File: src/rtl/lohi_unit_pkg.sv
// Shared definitions for the LO/HI multiply/divide unit: request codes, write codes,
// FSM state encoding and a leading-zero helper used when LOHI_DIV_EARLY_EN is defined.
package lohi_unit_pkg;

  localparam int MD_OPT_WIDTH = 3;
  localparam logic [MD_OPT_WIDTH-1:0] MD_OPT_NONE  = 3'd0;
  localparam logic [MD_OPT_WIDTH-1:0] MD_OPT_MULT  = 3'd1;
  localparam logic [MD_OPT_WIDTH-1:0] MD_OPT_MULTU = 3'd2;
  localparam logic [MD_OPT_WIDTH-1:0] MD_OPT_DIV   = 3'd3;
  localparam logic [MD_OPT_WIDTH-1:0] MD_OPT_DIVU  = 3'd4;

  localparam int LOHI_WRITE_OPT_WIDTH = 2;
  localparam logic [LOHI_WRITE_OPT_WIDTH-1:0] LOHI_WRITE_NONE = 2'd0;
  localparam logic [LOHI_WRITE_OPT_WIDTH-1:0] LOHI_WRITE_LO   = 2'd1;
  localparam logic [LOHI_WRITE_OPT_WIDTH-1:0] LOHI_WRITE_HI   = 2'd2;

  typedef enum logic [1:0] {
    ST_IDLE = 2'd0,
    ST_MUL  = 2'd1,
    ST_DIV  = 2'd2,
    ST_FIX  = 2'd3
  } lohi_state_e;

  // Returns 32 for a zero input.
  function automatic logic [5:0] clz32(input logic [31:0] v);
    logic [5:0] n;
    logic       found;
    n     = 6'd32;
    found = 1'b0;
    for (int i = 31; i >= 0; i--) begin
      if (!found && v[i]) begin
        n     = 6'(31 - i);
        found = 1'b1;
      end
    end
    return n;
  endfunction

endpackage

File: src/rtl/lohi_unit_divider.sv
// Iterative restoring magnitude divider, one quotient bit per cycle, MSB first.
// With LOHI_DIV_EARLY_EN defined, leading zeros of the dividend are skipped at start.
module lohi_divider
  import lohi_unit_pkg::*;
#(
  parameter int DIV_BITS = 32
) (
  input  logic        clk,
  input  logic        rst,
  input  logic        start,
  input  logic        abort,
  input  logic [31:0] dividend,
  input  logic [31:0] divisor,
  output logic        last,
  output logic [31:0] quotient,
  output logic [31:0] remainder
);

  localparam logic [5:0] CNT_FULL = 6'(DIV_BITS - 1);

  logic        active_q, active_d;
  logic [5:0]  cnt_q, cnt_d;
  logic [31:0] dvd_q, dvd_d;
  logic [31:0] dsr_q, dsr_d;
  logic [31:0] quo_q, quo_d;
  logic [31:0] rem_q, rem_d;
  logic [5:0]  cnt_init;
  logic [31:0] dvd_init;
  logic [32:0] trial;
  logic [32:0] diff;
  logic        fits;

`ifdef LOHI_DIV_EARLY_EN
  logic [5:0] lz;
  // A zero dividend still runs one iteration so the minimum latency stays at two cycles.
  always_comb begin
    lz = clz32(dividend);
    if (lz > 6'd31) lz = 6'd31;
    cnt_init = CNT_FULL - lz;
    dvd_init = dividend << lz;
  end
`else
  assign cnt_init = CNT_FULL;
  assign dvd_init = dividend;
`endif

  assign trial     = {rem_q, dvd_q[31]};
  assign diff      = trial - {1'b0, dsr_q};
  assign fits      = (trial >= {1'b0, dsr_q});
  assign last      = active_q && (cnt_q == '0);
  assign quotient  = quo_q;
  assign remainder = rem_q;

  always_comb begin
    active_d = active_q;
    cnt_d    = cnt_q;
    dvd_d    = dvd_q;
    dsr_d    = dsr_q;
    quo_d    = quo_q;
    rem_d    = rem_q;
    if (abort) begin
      active_d = 1'b0;
    end else if (start) begin
      active_d = 1'b1;
      cnt_d    = cnt_init;
      dvd_d    = dvd_init;
      dsr_d    = divisor;
      quo_d    = '0;
      rem_d    = '0;
    end else if (active_q) begin
      dvd_d = {dvd_q[30:0], 1'b0};
      quo_d = {quo_q[30:0], fits};
      rem_d = fits ? diff[31:0] : trial[31:0];
      if (cnt_q == '0) active_d = 1'b0;
      else             cnt_d    = cnt_q - 6'd1;
    end
  end

  always_ff @(posedge clk or negedge rst) begin
    if (!rst) begin
      active_q <= 1'b0;
      cnt_q    <= '0;
    end else begin
      active_q <= active_d;
      cnt_q    <= cnt_d;
    end
  end

  always_ff @(posedge clk) begin
    dvd_q <= dvd_d;
    dsr_q <= dsr_d;
    quo_q <= quo_d;
    rem_q <= rem_d;
  end

endmodule

File: src/rtl/lohi_unit.sv
// LO/HI register pair with a pipelined multiplier and an iterative divider.
// Optional macro LOHI_DIV_EARLY_EN shortens divides by skipping dividend leading zeros.
module lohi_unit
  import lohi_unit_pkg::*;
#(
  parameter int MUL_LATENCY = 2,
  parameter int DIV_BITS    = 32
) (
  input  logic                            clk,
  input  logic                            rst,
  input  logic [MD_OPT_WIDTH-1:0]         md_opt,
  input  logic [31:0]                     md_a,
  input  logic [31:0]                     md_b,
  output logic                            busy,
  input  logic [LOHI_WRITE_OPT_WIDTH-1:0] lohi_write_opt,
  input  logic [31:0]                     lohi_write_data,
  output logic [63:0]                     lohi_value,
  output logic                            lohi_ready
);

  localparam int         PIPE_N       = (MUL_LATENCY > 1) ? MUL_LATENCY - 1 : 1;
  localparam int         PIPE_LAST    = PIPE_N - 1;
  localparam logic [2:0] MUL_CNT_INIT = 3'(MUL_LATENCY - 1);

  lohi_state_e        state_q, state_d;
  logic [2:0]         cnt_q, cnt_d;
  logic [31:0]        lo_q, lo_d;
  logic [31:0]        hi_q, hi_d;

  logic               idle, wr_lo, wr_hi, wr_en;
  logic               req_mul, req_div, div_signed;
  logic               accept_mul, accept_div, div_abort;
  logic signed [32:0] mul_a_q, mul_b_q;
  logic signed [65:0] prod;
  logic [63:0]        prod_pipe_q [PIPE_N];
  logic [63:0]        mul_res;
  logic               q_neg_q, r_neg_q, dz_q;
  logic [31:0]        a_mag, b_mag;
  logic               div_last;
  logic [31:0]        div_quo, div_rem, q_fix, r_fix;

  assign idle       = (state_q == ST_IDLE);
  assign busy       = !idle;
  assign lohi_ready = idle;
  assign lohi_value = {hi_q, lo_q};

  assign wr_lo      = (lohi_write_opt == LOHI_WRITE_LO);
  assign wr_hi      = (lohi_write_opt == LOHI_WRITE_HI);
  assign wr_en      = wr_lo || wr_hi;
  assign req_mul    = (md_opt == MD_OPT_MULT) || (md_opt == MD_OPT_MULTU);
  assign req_div    = (md_opt == MD_OPT_DIV) || (md_opt == MD_OPT_DIVU);
  assign div_signed = (md_opt == MD_OPT_DIV);
  // The memory-stage write is older than the execute-stage request, so it wins.
  assign accept_mul = idle && req_mul && !wr_en;
  assign accept_div = idle && req_div && !wr_en;
  assign div_abort  = wr_en && busy;

  assign a_mag = (div_signed && md_a[31]) ? -md_a : md_a;
  assign b_mag = (div_signed && md_b[31]) ? -md_b : md_b;

  // 33-bit operands carry the signed/unsigned choice in the extension bit.
  assign prod    = mul_a_q * mul_b_q;
  assign mul_res = (MUL_LATENCY == 1) ? prod[63:0] : prod_pipe_q[PIPE_LAST];

  assign q_fix = dz_q ? 32'hFFFF_FFFF : (q_neg_q ? -div_quo : div_quo);
  assign r_fix = r_neg_q ? -div_rem : div_rem;

  lohi_divider #(
    .DIV_BITS (DIV_BITS)
  ) u_div (
    .clk       (clk),
    .rst       (rst),
    .start     (accept_div),
    .abort     (div_abort),
    .dividend  (a_mag),
    .divisor   (b_mag),
    .last      (div_last),
    .quotient  (div_quo),
    .remainder (div_rem)
  );

  always_comb begin
    state_d = state_q;
    cnt_d   = cnt_q;
    lo_d    = lo_q;
    hi_d    = hi_q;
    unique case (state_q)
      ST_IDLE: begin
        if (accept_mul) begin
          state_d = ST_MUL;
          cnt_d   = MUL_CNT_INIT;
        end else if (accept_div) begin
          state_d = ST_DIV;
        end
      end
      ST_MUL: begin
        if (cnt_q == '0) begin
          lo_d    = mul_res[31:0];
          hi_d    = mul_res[63:32];
          state_d = ST_IDLE;
        end else begin
          cnt_d = cnt_q - 3'd1;
        end
      end
      ST_DIV: begin
        if (div_last) state_d = ST_FIX;
      end
      ST_FIX: begin
        lo_d    = q_fix;
        hi_d    = r_fix;
        state_d = ST_IDLE;
      end
      default: state_d = ST_IDLE;
    endcase
    // An MTLO/MTHI aborts any operation and beats a same-cycle completion.
    if (wr_en) begin
      state_d = ST_IDLE;
      cnt_d   = '0;
      lo_d    = wr_lo ? lohi_write_data : lo_q;
      hi_d    = wr_hi ? lohi_write_data : hi_q;
    end
  end

  always_ff @(posedge clk or negedge rst) begin
    if (!rst) begin
      state_q <= ST_IDLE;
      cnt_q   <= '0;
      lo_q    <= '0;
      hi_q    <= '0;
    end else begin
      state_q <= state_d;
      cnt_q   <= cnt_d;
      lo_q    <= lo_d;
      hi_q    <= hi_d;
    end
  end

  always_ff @(posedge clk) begin
    if (accept_mul) begin
      mul_a_q <= {(md_opt == MD_OPT_MULT) && md_a[31], md_a};
      mul_b_q <= {(md_opt == MD_OPT_MULT) && md_b[31], md_b};
    end
    if (accept_div) begin
      q_neg_q <= div_signed && (md_a[31] ^ md_b[31]);
      r_neg_q <= div_signed && md_a[31];
      dz_q    <= (md_b == '0);
    end
    prod_pipe_q[0] <= prod[63:0];
    for (int i = 1; i < PIPE_N; i++) prod_pipe_q[i] <= prod_pipe_q[i-1];
  end

endmodule

File: config.mk
export PLATFORM = sky130hd
export DESIGN_NAME = lohi_unit
export DESIGN_NICKNAME = d
export VERILOG_FILES = /design/src/rtl/lohi_unit_pkg.sv /design/src/rtl/lohi_unit_divider.sv /design/src/rtl/lohi_unit.sv
export SDC_FILE = /design/constraint.sdc
export NUM_CORES = 2
export LEC_CHECK = 0
export ABC_AREA = 1
export BUFFER_PORTS_ARGS = -buffer_cell sky130_fd_sc_hd__buf_2
export CAP_MARGIN = 20
export CORE_MARGIN = 8
export CORE_UTILIZATION = 65
export CTS_CLUSTER_DIAMETER = 100
export DETAILED_ROUTE_END_ITERATION = 7
export PLACE_DENSITY = 0.94
export SETUP_SLACK_MARGIN = 0.4
export SLEW_MARGIN = 20
export SYNTH_ARGS = -nofsm -noshare
export SYNTH_HDL_FRONTEND = slang
export SYNTH_SLANG_ARGS = --single-unit
File: constraint.sdc
create_clock -name clk -period 13.9 [get_ports clk]
set_clock_uncertainty 0.2 [all_clocks]
set_input_delay 3.475 -clock clk [delete_from_list [all_inputs] [get_ports clk]]
set_output_delay 3.475 -clock clk [all_outputs]
set_load 0.02 [all_outputs]
==> impl_metrics.tcl <==
set metrics [dict create \
    run_status "finished, violations left" \
    violations_in_the_final_reports "design-rule violations" \
    drive_gt1_share_pct 4.59 \
    arrival_ps 8490 \
    floorplan.die.width_um 319 \
    detail_route.wl_per_cell_um 21.7 \
    postLayoutCellArea_um2 62800 \
    antenna_found_initial 8 \
    drcViolationCount 1 \
    ws_path_type "reg -> reg" \
    clock_sinks 337 \
    fill_cells 6720 \
    cts_tree "yes" \
    core-area_um2 91400 \
    synth_seq_cells 337 \
    critical_path.endpoint_type "register" \
    synth.yosys.seq_area_share_pct 15.2 \
    place.gp.congestion 1.01 \
    final_max_slew_viol_count 0 \
    cts.path.max_buffers 3 \
    syn_nets 9321 \
    ant_nets 0 \
    timing.fmax_ghz 0.121 \
    synth.distinct_cells 45 \
    setup-tns-final_ps 0 \
    cts_resized 0 \
    dp.final_hpwl_um 153000 \
    grt.total_usage_pct 38.4 \
    final.min_clock_period_ps 8270 \
    timing_worst_slew_pin_value_ps 1140 \
    clk-insertion-delay-late_ps 590 \
    fin_nets 9271 \
    syn-cell-area_um2 59800 \
    die_h_um 319 \
    gate_count_after_technology_mapping 7838 \
    cts.repair_timing.setup_buffer_count 0 \
    wl_um 195000 \
    design.die.area_um2 102000 \
    worst_slew_margin_rel_pct 23.9 \
    h-tree-depth 2 \
    grt_overflow 0 \
    drt-vias-per-instance 5.85 \
    setup_viol 0 \
    tritoncts.num_buffers 37 \
    cts.hold.buffers_added 0 \
    timing.max_cap.violations 0 \
    cts.clk_slew.worst_paths_ps 70 \
    cp_max_fo 16 \
    area.growth.synth_to_final_pct 4.95 \
    grt_max_degree 77 \
    share_of_flip_flops_with_an_asynchronous_set_or_reset_after_synthesis_pct 22.6 \
    place.port_buffers 168 \
    synth_enable_flop_cells 197 \
    grt_first_pass_wirelength_um 306000 \
    yosys_most_used_dff "sky130_fd_sc_hd__edfxtp_1" \
    grt_setup_unrepaired "false" \
    required_ps 14120 \
    grt_pass1_vias 56700 \
    row_count 111 \
    min_path_type "reg -> reg" \
    critPathLaunchType "register" \
    drtPass1Iterations 8 \
    drt_first_iter_violations 6846 \
    timing.reg2reg.setup_slack_ps 5630 \
    clockRootBuffer "sky130_fd_sc_hd__clkbuf_16" \
    ys.warnings.count 0 \
    placed_cell_area_um2 61500 \
    detailroute.via_count 52700 \
    period_share_pct 59.5 \
    hold_viol 0 \
    top_level_ports 169 \
    initial_core_util_pct 65.5 \
    synth_area_per_cell_um2 7.63 \
]
## synth_stat cells, drive strengths merged, types with 20 or more instances
library cell | instances | share of area, %
inv | 2102 | 13
nand2 | 2082 | 13
fa | 1126 | 38
nor2 | 694 | 4.4
clkbuf | 301 | 1.9
ha | 254 | 5.3
nand3 | 223 | 1.9
edfxtp | 197 | 9.9
a21oi | 195 | 1.6
o21ai | 137 | 1.2
xor2 | 87 | 1.3
dfrtp | 76 | 3.2
dfxtp | 64 | 2.1
nand4 | 60 | 0.63
buf | 39 | 0.34
nor3 | 39 | 0.35
a31oi | 25 | 0.27
nand3b | 24 | 0.30
o21bai | 21 | 0.26
xnor2 | 20 | 0.29
## layout make-up
class                           instances  area [um2]  share of cell area [%]
Antenna cell                            4        10.0                  0.0159
Clock buffer                           46        1050                    1.68
Clock inverter                         22         230                   0.367
Inverter                             2103        7890                    12.6
Multi-Input combinational cell       5058       41500                    66.1
Sequential cell                       337        9100                    14.5
Tap cell                             1186        1480                    2.36
Timing Repair Buffer                  251        1480                    2.36
## metal layers
metal | vias to the layer above | GRT usage, % | wire, um
met5 | - | 0 | 42
li1 | 22500 | - | -
met1 | 24900 | 45.6 | 65100
met3 | 1319 | 10.3 | 25800
met2 | 4096 | 60.8 | 87400
met4 | 6 | 26.8 | 17200
## critical path: stages (launching register included)
cell and delay [ps]:
sky130_fd_sc_hd__edfxtp_1 980, sky130_fd_sc_hd__nand2_1 180, sky130_fd_sc_hd__fa_1 540, sky130_fd_sc_hd__fa_1 530
sky130_fd_sc_hd__fa_1 540, sky130_fd_sc_hd__inv_1 60, sky130_fd_sc_hd__fa_1 510, sky130_fd_sc_hd__fa_1 740
sky130_fd_sc_hd__fa_1 490, sky130_fd_sc_hd__fa_1 490, sky130_fd_sc_hd__inv_1 70, sky130_fd_sc_hd__fa_1 550
sky130_fd_sc_hd__inv_1 80, sky130_fd_sc_hd__ha_1 420, sky130_fd_sc_hd__a21oi_1 390, sky130_fd_sc_hd__nand2_1 130
sky130_fd_sc_hd__a21oi_1 280, sky130_fd_sc_hd__nand2_1 160, sky130_fd_sc_hd__nor2_1 300, sky130_fd_sc_hd__nor2_1 100
sky130_fd_sc_hd__o21bai_1 150, sky130_fd_sc_hd__nand2_1 180
## sequential cells by signal, indices dropped and copies added, names as in the netlist, 2 cells and up
register and count:
cnt_q 3, hi_q 32, lo_q 32, mul_a_q 33
mul_b_q 33, prod_pipe_q 64, state_q 2, u_div.cnt_q 6
u_div.dsr_q 32, u_div.dvd_q 32, u_div.quotient 32, u_div.remainder 32
## stage by stage
| step | utilization, % | setup slack [ps] | std cells | hold slack [ps] |
|---|---|---|---|---|
| 5_1_grt | 68.7 | 5410 | 9003 | 342 |
| 3_3_place_gp | 67.2 | 5690 | 8933 | 266 |
| 6_report | 68.7 | 5630 | 9007 | 297 |
| 4_1_cts | 68.7 | 5430 | 9002 | 301 |
| 3_5_place_dp | 67.3 | 5470 | 8934 | 284 |
| 2_1_floorplan | - | 5690 | 7838 | 252 |
## cell families after synthesis
| logic type | count (synthesis) | share of synthesized area (%) |
|---|---|---|
| simple gates | 3153 | 21.0 |
| xor+xnor | 107 | 1.57 |
| compound gates | 418 | 3.84 |
| fa+ha+maj | 1380 | 43.0 |
| flops | 337 | 15.2 |
| buf+inv | 2443 | 15.4 |
## layout by cell type, fill, tap and decap left out, types with 4 or more instances in the layout
cell	instances
sky130_fd_sc_hd__a21oi_1	194
sky130_fd_sc_hd__dfxtp_1	64
sky130_fd_sc_hd__xor2_1	87
sky130_fd_sc_hd__buf_2	167
sky130_fd_sc_hd__a31oi_1	24
sky130_fd_sc_hd__xnor2_1	20
sky130_fd_sc_hd__nand3_1	223
sky130_fd_sc_hd__or2_2	16
sky130_fd_sc_hd__nand3b_1	24
sky130_fd_sc_hd__ha_1	254
sky130_fd_sc_hd__o31ai_1	5
sky130_fd_sc_hd__o21bai_1	21
sky130_fd_sc_hd__inv_1	2096
sky130_fd_sc_hd__nand2_1	2073
sky130_fd_sc_hd__diode_2	4
sky130_fd_sc_hd__a21o_1	10
sky130_fd_sc_hd__nor2_1	688
sky130_fd_sc_hd__clkbuf_16	40
sky130_fd_sc_hd__nor2_2	6
sky130_fd_sc_hd__nor4_1	5
sky130_fd_sc_hd__o21ai_1	4
sky130_fd_sc_hd__nand4_1	60
sky130_fd_sc_hd__o211ai_1	16
sky130_fd_sc_hd__nand2_2	8
sky130_fd_sc_hd__and2_1	10
sky130_fd_sc_hd__buf_4	82
sky130_fd_sc_hd__nor3_1	36
sky130_fd_sc_hd__fa_1	1125
sky130_fd_sc_hd__o21ai_0	131
sky130_fd_sc_hd__dfrtp_1	76
sky130_fd_sc_hd__inv_2	6
sky130_fd_sc_hd__clkinv_2	9
sky130_fd_sc_hd__edfxtp_1	197
## path summary, 6_finish.rpt
| check | from | to | cells past startpoint |
|---|---|---|---|
| worst max-delay path | mul_a_q[17] | prod_pipe_q[0][39] | 21 |
| worst min-delay path | cnt_q[1] | cnt_q[1] | 2 |
| worst max register to register | mul_a_q[17] | prod_pipe_q[0][39] | 21 |
| worst min register to register | cnt_q[1] | cnt_q[1] | 2 |
| max in group asynchronous | rst | u_div.cnt_q[1] | 1 |
| min in group asynchronous | rst | hi_q[24] | 1 |
Power is left out: the tool's default activity adds up to more than one toggle a clock period on the data nets, which glitch-free logic cannot reach.
